### src/rtl/intr_ctrl.sv
// intr_ctrl: edge-latched, masked, fixed-priority interrupt controller with in-service hold until EOI
module intr_ctrl #(
    parameter int NSRC = 8
) (
    input  logic            Clock,
    input  logic            Resetn,
    input  logic [NSRC-1:0] irq,
    output logic            intr,
    input  logic            inta,
    input  logic            io_sel,
    input  logic [3:0]      io_addr,
    input  logic            io_we,
    input  logic [31:0]     io_wdata,
    output logic [31:0]     io_rdata
);
    typedef enum logic [1:0] {IDLE, REQ, SERVICE} state_t;
    state_t          state, state_next;
    logic [NSRC-1:0] pend, mask, irq_q, req, rise, w1c, ack_clr;
    logic [2:0]      id, act_id;
    logic [31:0]     cause;
    logic            wr, wr_pend, wr_mask, wr_eoi, ack;
    logic            unused;
    assign unused  = ^{io_addr[1:0], io_wdata[31:NSRC]};
    assign wr      = io_sel & io_we;
    assign wr_pend = wr && io_addr[3:2] == 2'd0;
    assign wr_mask = wr && io_addr[3:2] == 2'd1;
    assign wr_eoi  = wr && io_addr[3:2] == 2'd3;
    assign req     = pend & mask;
    assign rise    = irq & ~irq_q;
    assign w1c     = wr_pend ? io_wdata[NSRC-1:0] : '0;
    assign ack     = state == REQ && inta;
    assign ack_clr = ack ? NSRC'(1) << id : '0;
    always_comb begin
        id = '0;
        for (int i = NSRC - 1; i >= 0; i--)
            if (req[i]) id = 3'(i);
    end
    always_comb begin
        state_next = state;
        state_next = state == IDLE ? (|req ? REQ : IDLE)
                   : state == REQ  ? (inta ? SERVICE : (|req ? REQ : IDLE))
                   : (wr_eoi ? IDLE : SERVICE);
    end
    always_ff @(posedge Clock) begin
        if (!Resetn) begin
            state  <= IDLE;
            pend   <= '0;
            mask   <= '0;
            act_id <= '0;
            irq_q  <= irq;
            intr   <= 1'b0;
        end else begin
            state  <= state_next;
            pend   <= (pend & ~w1c & ~ack_clr) | rise;
            mask   <= wr_mask ? io_wdata[NSRC-1:0] : mask;
            act_id <= ack ? id : act_id;
            irq_q  <= irq;
            intr   <= state_next == REQ;
        end
    end
    always_comb begin
        cause    = state == REQ     ? {1'b1, 28'b0, id}
                 : state == SERVICE ? {1'b1, 28'b0, act_id} : '0;
        io_rdata = !io_sel                 ? '0
                 : io_addr[3:2] == 2'd0    ? 32'(pend)
                 : io_addr[3:2] == 2'd1    ? 32'(mask)
                 : io_addr[3:2] == 2'd2    ? cause : '0;
    end
endmodule

### config.mk
export PLATFORM = sky130hd
export DESIGN_NAME = intr_ctrl
export DESIGN_NICKNAME = d
export VERILOG_FILES = /design/src/rtl/intr_ctrl.sv
export SDC_FILE = /design/constraint.sdc
export NUM_CORES = 1
export LEC_CHECK = 0
export CAP_MARGIN = 20
export CORE_MARGIN = 3
export CORE_UTILIZATION = 41
export DETAILED_ROUTE_END_ITERATION = 8
export PLACE_DENSITY = 0.79
export SLEW_MARGIN = 25
export SYNTH_ARGS = -nofsm -noshare
export SYNTH_HDL_FRONTEND = slang
export SYNTH_SLANG_ARGS = --single-unit
### constraint.sdc
create_clock -name Clock -period 1.95 [get_ports Clock]
set_clock_uncertainty 0.05 [all_clocks]
set_input_delay 0.39 -clock Clock [delete_from_list [all_inputs] [get_ports Clock]]
set_output_delay 0.39 -clock Clock [all_outputs]
set_load 0.005 [all_outputs]
# Word-level counts from Yosys, hierarchy flattened
# Index checks and enable logic that the tools add are counted.
# word_totals
elab_cells	50
ff_bits	30
output_inout_bits	33
# op_classes
muxes	21
eq_ne	6
n_reduce_logical	7
bitwise_logic	9
shift	1
# op_table
op	n
32-bit 2-to-1 mux	6
8-bit AND	4
3-bit 2-to-1 mux	8
8-bit inverter	3
8-bit 2-to-1 mux	2
2-bit 2-to-1 mux	4
8-bit OR	1
8-bit OR reduction	1
1-bit by 3-bit left shift with 8-bit output, first input constant	1
2-bit by 1-bit equality test with 1-bit output, second input constant	3
2-bit equality test, second input constant	3
1-bit logical AND	4
2-bit zero test	2
1-bit AND	1
1-bit 2-to-1 mux	1

# Depth between registers and ports, before layout
# Gate-level depths: netlist (run 1).
# logic_depth
ltp_word	14
ltp_mapped	8
mapped_depth_nobuf	7

# Least setup slack after synthesis (run 1)
# OpenSTA, ideal clock, no wires.
# synth_path
path_type	register to output
from	register state[1]
to	output port io_rdata[1]
required_time_ns	1.510
path_buffers	1
path_slack_ns	0.244
arrival_time_ns	1.266
stages_incl_launch_ff	9
path_cell_list	dfxtp_1 > inv_1 > ha_1 > buf_2 > nor2b_1 > nand2_1 > a21oi_1 > a311o_1 > o311a_1
# synth_between
elab_chain_len	7
word_cells_on_any_way	8
# synth_rtl
element	line_no	text
start, declared	17	state_t state, state_next;
start signal, assigned	53	state <= state_next;
2-bit equality test	63	: state == SERVICE ? {1'b1, 28'b0, act_id} : '0;
32-bit 2-to-1 mux	63	
32-bit 2-to-1 mux (*)	62	cause = state == REQ ? {1'b1, 28'b0, id}
32-bit 2-to-1 mux (*)	67	: io_addr[3:2] == 2'd2 ? cause : '0;
32-bit 2-to-1 mux (*)	66	: io_addr[3:2] == 2'd1 ? 32'(mask)
32-bit 2-to-1 mux (*)	65	: io_addr[3:2] == 2'd0 ? 32'(pend)
32-bit 2-to-1 mux (*)	64	io_rdata = !io_sel ? '0
end, declared	14	output logic [31:0] io_rdata
# Mark *: on every way between the ends. The rest lies on a longest branch, timed or not.

# Worst setup path after layout (run 1)
# layout_path
from	register state[0]
to	output port io_rdata[1]
# The elaborated chain is that of the path after synthesis.

==> results of run 1 <==
cell usage in the layout, fill, tap and decap left out, types with 6 or more instances in the layout:
cell and n:
sky130_fd_sc_hd__a21boi_1 10, sky130_fd_sc_hd__conb_1 23, sky130_fd_sc_hd__nand2_1 33, sky130_fd_sc_hd__nand3_1 8, sky130_fd_sc_hd__clkdlybuf4s50_1 20, sky130_fd_sc_hd__clkbuf_8 6
sky130_fd_sc_hd__nor2_1 6, sky130_fd_sc_hd__dfxtp_1 23, sky130_fd_sc_hd__mux2i_1 6, sky130_fd_sc_hd__nor2b_1 10, sky130_fd_sc_hd__nand2_2 6, sky130_fd_sc_hd__dfxtp_2 7
sky130_fd_sc_hd__buf_4 42
sequential cells by signal, indices dropped and copies added (netlist names):
name / flops
irq_q: 8
mask: 8
pend: 8
act_id: 3
state: 2
intr: 1
Yosys cell counts (4+ instances only):
library cell               count  area (um2)
sky130_fd_sc_hd__a21oi_1       5        25.0
sky130_fd_sc_hd__nor3b_1       4        30.0
sky130_fd_sc_hd__nand3b_1      4        30.0
sky130_fd_sc_hd__nand2_1      36         135
sky130_fd_sc_hd__nand2b_1      4        25.0
sky130_fd_sc_hd__buf_4        24         180
sky130_fd_sc_hd__a21boi_1     10        75.1
sky130_fd_sc_hd__mux2i_1       6        60.1
sky130_fd_sc_hd__nor2_1        9        33.8
sky130_fd_sc_hd__dfxtp_1      30         601
sky130_fd_sc_hd__inv_1         6        22.5
sky130_fd_sc_hd__nor2b_1      11        68.8
sky130_fd_sc_hd__nand3_1       9        45.0
worst max-delay path, cell delays in order, from the launching register on:
cell                      delay, ps
sky130_fd_sc_hd__dfxtp_2        330
sky130_fd_sc_hd__buf_6          110
sky130_fd_sc_hd__ha_4           170
sky130_fd_sc_hd__nor2b_4        140
sky130_fd_sc_hd__nand2_2         70
sky130_fd_sc_hd__a21oi_2        110
sky130_fd_sc_hd__a311o_1        120
sky130_fd_sc_hd__o311a_1        150
sky130_fd_sc_hd__buf_2          110
area by class of cell:
type / count / area [um2]
well taps: 50 / 62.6
multi-input cells: 165 / 1090
inverters: 7 / 26.3
clock inverters: 1 / 30.0
repair buffers: 77 / 666
clock buffers: 6 / 82.6
flip-flops and latches: 30 / 609
fillers: 339 / 1490
layer usage:
metal,part of all wire (%),global-route usage [%],vias up
li1,-,-,836
met1,41,24.7,829
met4,3.1,8.14,0
met5,0,0,-
met2,49,31.6,77
met3,6.9,5.75,20
through the flow:
step	instances	total power, W	setup WS, ps	util [%]
floorplan	231	0.000799	244	-
global route	336	0.00162	-186	63.3
detailed placement	326	0.000904	-615	57.7
CTS	334	0.00156	-109	61.5
finish	336	0.00157	-98.8	63.3
global placement	326	0.000899	-572	57.7
worst max-delay path by stage:
stage / from / to / slack [ps]
final: state[0]$_SDFF_PN0_ / io_rdata[1] / -100
after global routing: state[0]$_SDFF_PN0_ / io_rdata[0] / -190
after CTS: state[0]$_SDFF_PN0_ / io_rdata[1] / -110
after detailed placement: io_addr[3] / io_rdata[0] / -610
after global placement: io_addr[3] / io_rdata[2] / -570
after floorplan: state[1]$_SDFF_PN0_ / io_rdata[1] / 240
power breakdown:
| group | total [W] | switching [W] | internal [W] |
|---|---|---|---|
| Sequential | 0.000662 | 0.0000214 | 0.000641 |
| Combinational | 0.000250 | 0.000115 | 0.000135 |
| Clock | 0.000657 | 0.000249 | 0.000408 |
cells by family after synthesis:
kind of cell | count (synthesis)
AOI/OAI and AO/OA | 44
adders and majority gates | 3
DFF | 30
and+or+nand+nor | 89
muxes | 6
other | 1
buffers and inverters | 36
timing repair:
item | 4_1_cts | 5_1_grt
gates resized for setup | 45 | 19
buffers inserted | 1 | 2
endpoints found under the setup margin | 9 | 7
pin swaps | 10 | 11
==> Flow_metrics.wiki, run 1 <==
{| class="wikitable"
! Metric !! Value
|-
| Proportion of synthesized chip area in sequential cells || 34.3%
|-
| Starting density of the core || 43.1%
|-
| Final std cell area, no fill || 2570 um2
|-
| Final count of negative-setup-slack endpoints || 2
|-
| Hold Buf Count CTS || 0
|-
| Period Utilization, post-route || 105%
|-
| CTS tree || yes
|-
| XOR/XNOR share of the synthesized area || 0%
|-
| Worst reg2reg endpoint || pend[6]$_SDFF_PN0_
|-
| DRC marker count from the first detailed-route iteration || 140
|-
| Leakage power || between 1 and 1.5 nW
|-
| H-tree depth || 2
|-
| Port-buffer cells || 32
|-
| Height of the die || 71.3 um
|-
| FF-to-FF setup slack || 340 ps
|-
| DRT antenna net count || 0
|-
| Worst R2R Start || state[0]$_SDFF_PN0_
|-
| End point of the most critical hold path || pend[0]$_SDFF_PN0_
|-
| Ant diodes || 0
|-
| Hold depth || 2
|-
| GP Congestion || 0.908
|-
| Post-synthesis adder-cell area fraction || 2.15%
|-
| Hpwl dp || between 3000 and 4000 um
|-
| Startpoint type of the worst setup path || flop
|-
| Initial antenna violation count || 0
|-
| Site Rows || 23
|-
| Remaining DRCs || 0
|-
| Buffer depth of the longest clock path || 2
|-
| Setup tns final || -191 ps
|-
| Mux cell area share after synthesis || 3.43%
|-
| Largest net degree at the start of global routing || 13
|-
| Root buffer selected by CTS || sky130_fd_sc_hd__clkbuf_8
|-
| Clock edge transition at the registers on the reported setup and hold paths || 70 ps
|-
| Unrepaired setup endpoints after global routing || yes
|-
| Gate Count Post-Synth || 209
|-
| Post-synthesis to final-layout area growth || 46.8%
|-
| Number of vias in the routed layout || 1,762
|-
| Insertion delay to the later sink of the worst-skew pair || 290 ps
|-
| Count of cell types in the netlist || 44
|-
| Placement Cell Area || 2340 um2
|-
| Data required time of the critical path || 1510 ps
|-
| Min Clock Period, post-route || 2050 ps
|-
| Compound-gate portion of the synthesized area || roughly a fifth
|-
| Die Area || a little over 5000 um2
|-
| Simple-gate share of the synthesized area || 26.6%
|-
| Worst Path Class, Setup || flop to output pin
|-
| Final routed wirelength across all metal layers || 5100 um
|-
| Via density per instance || 5.24
|-
| Final Slew Violations || 0
|-
| Number of nets in the final layout || 338
|-
| Worst min-delay path class || flop to flop
|-
| Main combinational cell family by area after synthesis || simple AND/OR/NAND/NOR gates
|-
| Number of top-level pins || 82
|-
| Final hold viol count || 0
|-
| Arrival time of the worst setup path || 1610 ps
|-
| Netlist area before placement || 1750 um2
|-
| Drt first pass iters || 4
|-
| Logic depth of the worst register-to-register path || 7
|-
| Placeable core area || 4060 um2
|-
| Prevailing post-synth register cell || sky130_fd_sc_hd__dfxtp_1
|-
| Worst hold slack after final layout || around 430 ps
|-
| Worst-case setup margin in the final layout || -98.8 ps
|-
| Average instance area after synthesis || about 8.4 um2
|-
| Max Fclk || 488 MHz
|-
| Share of cells above drive strength 1 || 33.6%
|-
| Sink Count || 30
|-
| Number of enable-type register cells in the synthesized netlist || 0
|-
| Flop and latch count out of synthesis || 30
|-
| Average detailed-routed wire length per instance || 15.2 um
|-
| Total gr overflow || 0
|-
| Total Routing Usage GR || 19.7%
|-
| Wire length of the first global-routing pass || 7870 um
|-
| Share of flip-flops with an asynchronous set or reset after synthesis || 0%
|-
| Cts bufs inserted || 5
|-
| Power density of the placed cells || 611 nW/um2
|-
| Startpoint of the lowest-slack hold path || irq_q[0]$_DFF_P_
|-
| Die Wd || 71.3 um
|-
| Vias in the first global route || 1,683
|-
| Maximum resistive drop on vdd || 0.000356 V
|-
| Worst Setup End Kind || output pin
|-
| Number of synthesis warnings || 0
|-
| Violated checks || setup timing
|-
| Maxcap violations || 0
|-
| Run status || complete, but fails checks
|-
| Biggest fanout along the worst timing path || 4
|}
(Power assumes the default switching activity.)
==> inputs of run 2 (changes only) <==
--- a/config.mk
+++ b/config.mk
@@ -10,6 +10,7 @@
 export CORE_UTILIZATION = 41
 export DETAILED_ROUTE_END_ITERATION = 8
 export PLACE_DENSITY = 0.79
+export SKIP_LAST_GASP = 1
 export SLEW_MARGIN = 25
 export SYNTH_ARGS = -nofsm -noshare
 export SYNTH_HDL_FRONTEND = slang
==> Flow_metrics.wiki, run 2 (same netlist as run 1, synthesis figures left out) <==
{| class="wikitable"
! Metric !! Value
|-
| Clock edge transition at the registers on the reported setup and hold paths || 70 ps (about the same)
|-
| DRC marker count from the first detailed-route iteration || 106 (-24%)
|-
| Sink Count || 30 (unchanged)
|-
| Ant diodes || 0 (unchanged)
|-
| Vias in the first global route || 1,683 (unchanged)
|-
| Maxcap violations || 0 (unchanged)
|-
| Clk network pwr share || 41.9% (about the same)
|-
| Worst min-delay path class || flop to flop
|-
| Worst Setup End Kind || output pin
|-
| Via density per instance || 5.16 (-1.6%)
|-
| Average detailed-routed wire length per instance || 14.9 um (-1.6%)
|-
| Insertion delay to the later sink of the worst-skew pair || 290 ps (about the same)
|-
| Most used cells in the layout excluding fill and tap cells || sky130_fd_sc_hd__buf_4, sky130_fd_sc_hd__nand2_1, sky130_fd_sc_hd__conb_1, sky130_fd_sc_hd__dfxtp_1, sky130_fd_sc_hd__clkdlybuf4s50_1
|-
| Height of the die || 71.3 um (unchanged)
|-
| Period Utilization, post-route || 106% (+1.2 points)
|-
| CTS tree || yes
|-
| Final Slew Violations || 0 (unchanged)
|-
| Total gr overflow || 0 (unchanged)
|-
| Most common cell after layout, fill and taps aside || sky130_fd_sc_hd__buf_4
|-
| Startpoint type of the worst setup path || flop
|-
| Setup slack at placement || -615 ps (unchanged)
|-
| Switching fraction of total power || 24.4% (-0.20 points)
|-
| Largest net degree at the start of global routing || 13 (unchanged)
|-
| Net Switching || 0.000381 W (-1.2%)
|-
| Placeable core area || 4060 um2 (unchanged)
|-
| Initial antenna violation count || 0 (unchanged)
|-
| Cts bufs inserted || 5 (unchanged)
|-
| Final routed wirelength across all metal layers || 5000 um (-1.9%)
|-
| Post-synthesis to final-layout area growth || 46.9% (about the same)
|-
| Root buffer selected by CTS || sky130_fd_sc_hd__clkbuf_8
|-
| Min Clock Period, post-route || 2070 ps (+24.4 ps)
|-
| Starting density of the core || 43.1% (unchanged)
|-
| # fillers || 339 (unchanged)
|-
| Power share of the sequential group || 42.3% (about the same)
|-
| Final std cell area, no fill || 2570 um2 (about the same)
|-
| Max Fclk || 482 MHz (-1.2%)
|-
| Drt first pass iters || 4 (unchanged)
|-
| Port-buffer cells || 32 (unchanged)
|-
| GP Congestion || 0.908 (unchanged)
|-
| Arrival time of the worst setup path || 1630 ps (+20 ps)
|-
| Site Rows || 23 (unchanged)
|-
| Leakage power || 1.15 nW (-0.25%)
|-
| H-tree depth || 2 (unchanged)
|-
| Die Area || 5090 um2 (unchanged)
|-
| Worst-case setup margin in the final layout || -123 ps (-24.4 ps)
|-
| Internal || 0.00118 W (-0.11%)
|-
| Biggest fanout along the worst timing path || 3 (-1)
|-
| Buffer depth of the longest clock path || 2 (unchanged)
|-
| DRT antenna net count || 0 (unchanged)
|-
| Registers with the most flip-flops || irq_q (8), mask (8), pend (8)
|-
| Hpwl dp || 3500 um (unchanged)
|-
| Worst Path Class, Setup || flop to output pin
|-
| Die Wd || 71.3 um (unchanged)
|-
| Number of vias in the routed layout || 1,729 (-1.9%)
|-
| Data required time of the critical path || 1510 ps (about the same)
|-
| Number of top-level pins || 82 (unchanged)
|-
| Unrepaired setup endpoints after global routing || yes
|-
| Setup tns final || -206 ps (-14.5 ps)
|-
| Remaining DRCs || 0 (unchanged)
|-
| Number of nets in the final layout || 337 (-0.30%)
|-
| Overall power after layout || 0.00156 W (-0.37%)
|-
| Wire length of the first global-routing pass || 7870 um (unchanged)
|-
| Power density of the placed cells || 609 nW/um2 (-0.42%)
|-
| Run status || complete, but fails checks
|-
| Comb power frac || 15.9% (about the same)
|-
| Violated checks || setup timing
|-
| Share of cells above drive strength 1 || 33.7% (+0.12 points)
|-
| Total Routing Usage GR || 19.7% (unchanged)
|-
| Placement Cell Area || 2340 um2 (unchanged)
|-
| Final count of negative-setup-slack endpoints || 3 (+1)
|-
| Final hold viol count || 0 (unchanged)
|-
| Maximum resistive drop on vdd || 0.000353 V (-0.75%)
|}
run 2: cell count changes in the layout (fill, tap and decap cells not counted):
| cell | previous run | this run |
|---|---|---|
| sky130_fd_sc_hd__a21boi_1 | 10 | 9 |
| sky130_fd_sc_hd__a21boi_2 | 0 | 1 |
| sky130_fd_sc_hd__buf_4 | 42 | 41 |
| sky130_fd_sc_hd__dfxtp_2 | 7 | 6 |
| sky130_fd_sc_hd__dfxtp_4 | 0 | 1 |
| sky130_fd_sc_hd__inv_2 | 3 | 2 |
| sky130_fd_sc_hd__inv_4 | 0 | 1 |
run 2: routing by layer:
metal  part of all wire, %  GRT usage [%]
met5                     0              0
met4                   1.4           8.14
met3                   6.3           5.75
met2                    50           31.6
met1                    42           24.7
run 2: worst max-delay path, cell delays in order, from the launching register on:
cell                       delay (ps)
sky130_fd_sc_hd__dfxtp_2          330
sky130_fd_sc_hd__a22o_1           250
sky130_fd_sc_hd__nand2_1          120
sky130_fd_sc_hd__a21boi_2          80
sky130_fd_sc_hd__a311o_1          320
sky130_fd_sc_hd__o311a_1          110
sky130_fd_sc_hd__buf_2            130
run 2: worst paths after layout:
path,startpoint,end,slack (ps),cells past startpoint
worst max-delay path,mask[6]$_SDFFE_PN0P_,io_rdata[1],-120,6
worst min-delay path,irq_q[0]$_DFF_P_,pend[0]$_SDFF_PN0_,430,2
worst max register to register,pend[1]$_SDFF_PN0_,pend[6]$_SDFF_PN0_,340,6
worst min register to register,irq_q[0]$_DFF_P_,pend[0]$_SDFF_PN0_,430,2
run 2: what timing repair did:
action / CTS / global route
pin swaps: 9 / 9
hold buffers: 0 / 0
endpoints found under the setup margin: 9 / 7
gates resized for setup: 45 / 22
buffers inserted: 1 / 1
endpoints found under the hold margin: 0 / 0
run 2: final cells by class:
class | count | area (um2) | area share (%)
Clock buffer | 6 | 82.6 | 3.21
Clock inverter | 1 | 30.0 | 1.17
Inverter | 7 | 28.8 | 1.12
Multi-Input combinational cell | 165 | 1090 | 42.6
Sequential cell | 30 | 612 | 23.8
Tap cell | 50 | 62.6 | 2.44
Timing Repair Buffer | 76 | 658 | 25.6
run 2: per-stage QoR:
stage	std cells	util [%]	hold WS [ps]
5_1_grt	335	63.3	454
2_1_floorplan	231	-	368
4_1_cts	334	61.5	429
3_3_place_gp	326	57.7	407
6_report	335	63.3	427
3_5_place_dp	326	57.7	420
run 2: power by group through the flow:
stage / Clock [W] / Combinational (W) / Sequential [W]
after global placement: 0 / 0.000227 / 0.000672
after detailed placement: 0 / 0.000231 / 0.000673
after global routing: 0.000685 / 0.000270 / 0.000664
after floorplan: 0 / 0.000128 / 0.000671
final: 0.000654 / 0.000248 / 0.000661
after CTS: 0.000661 / 0.000235 / 0.000660
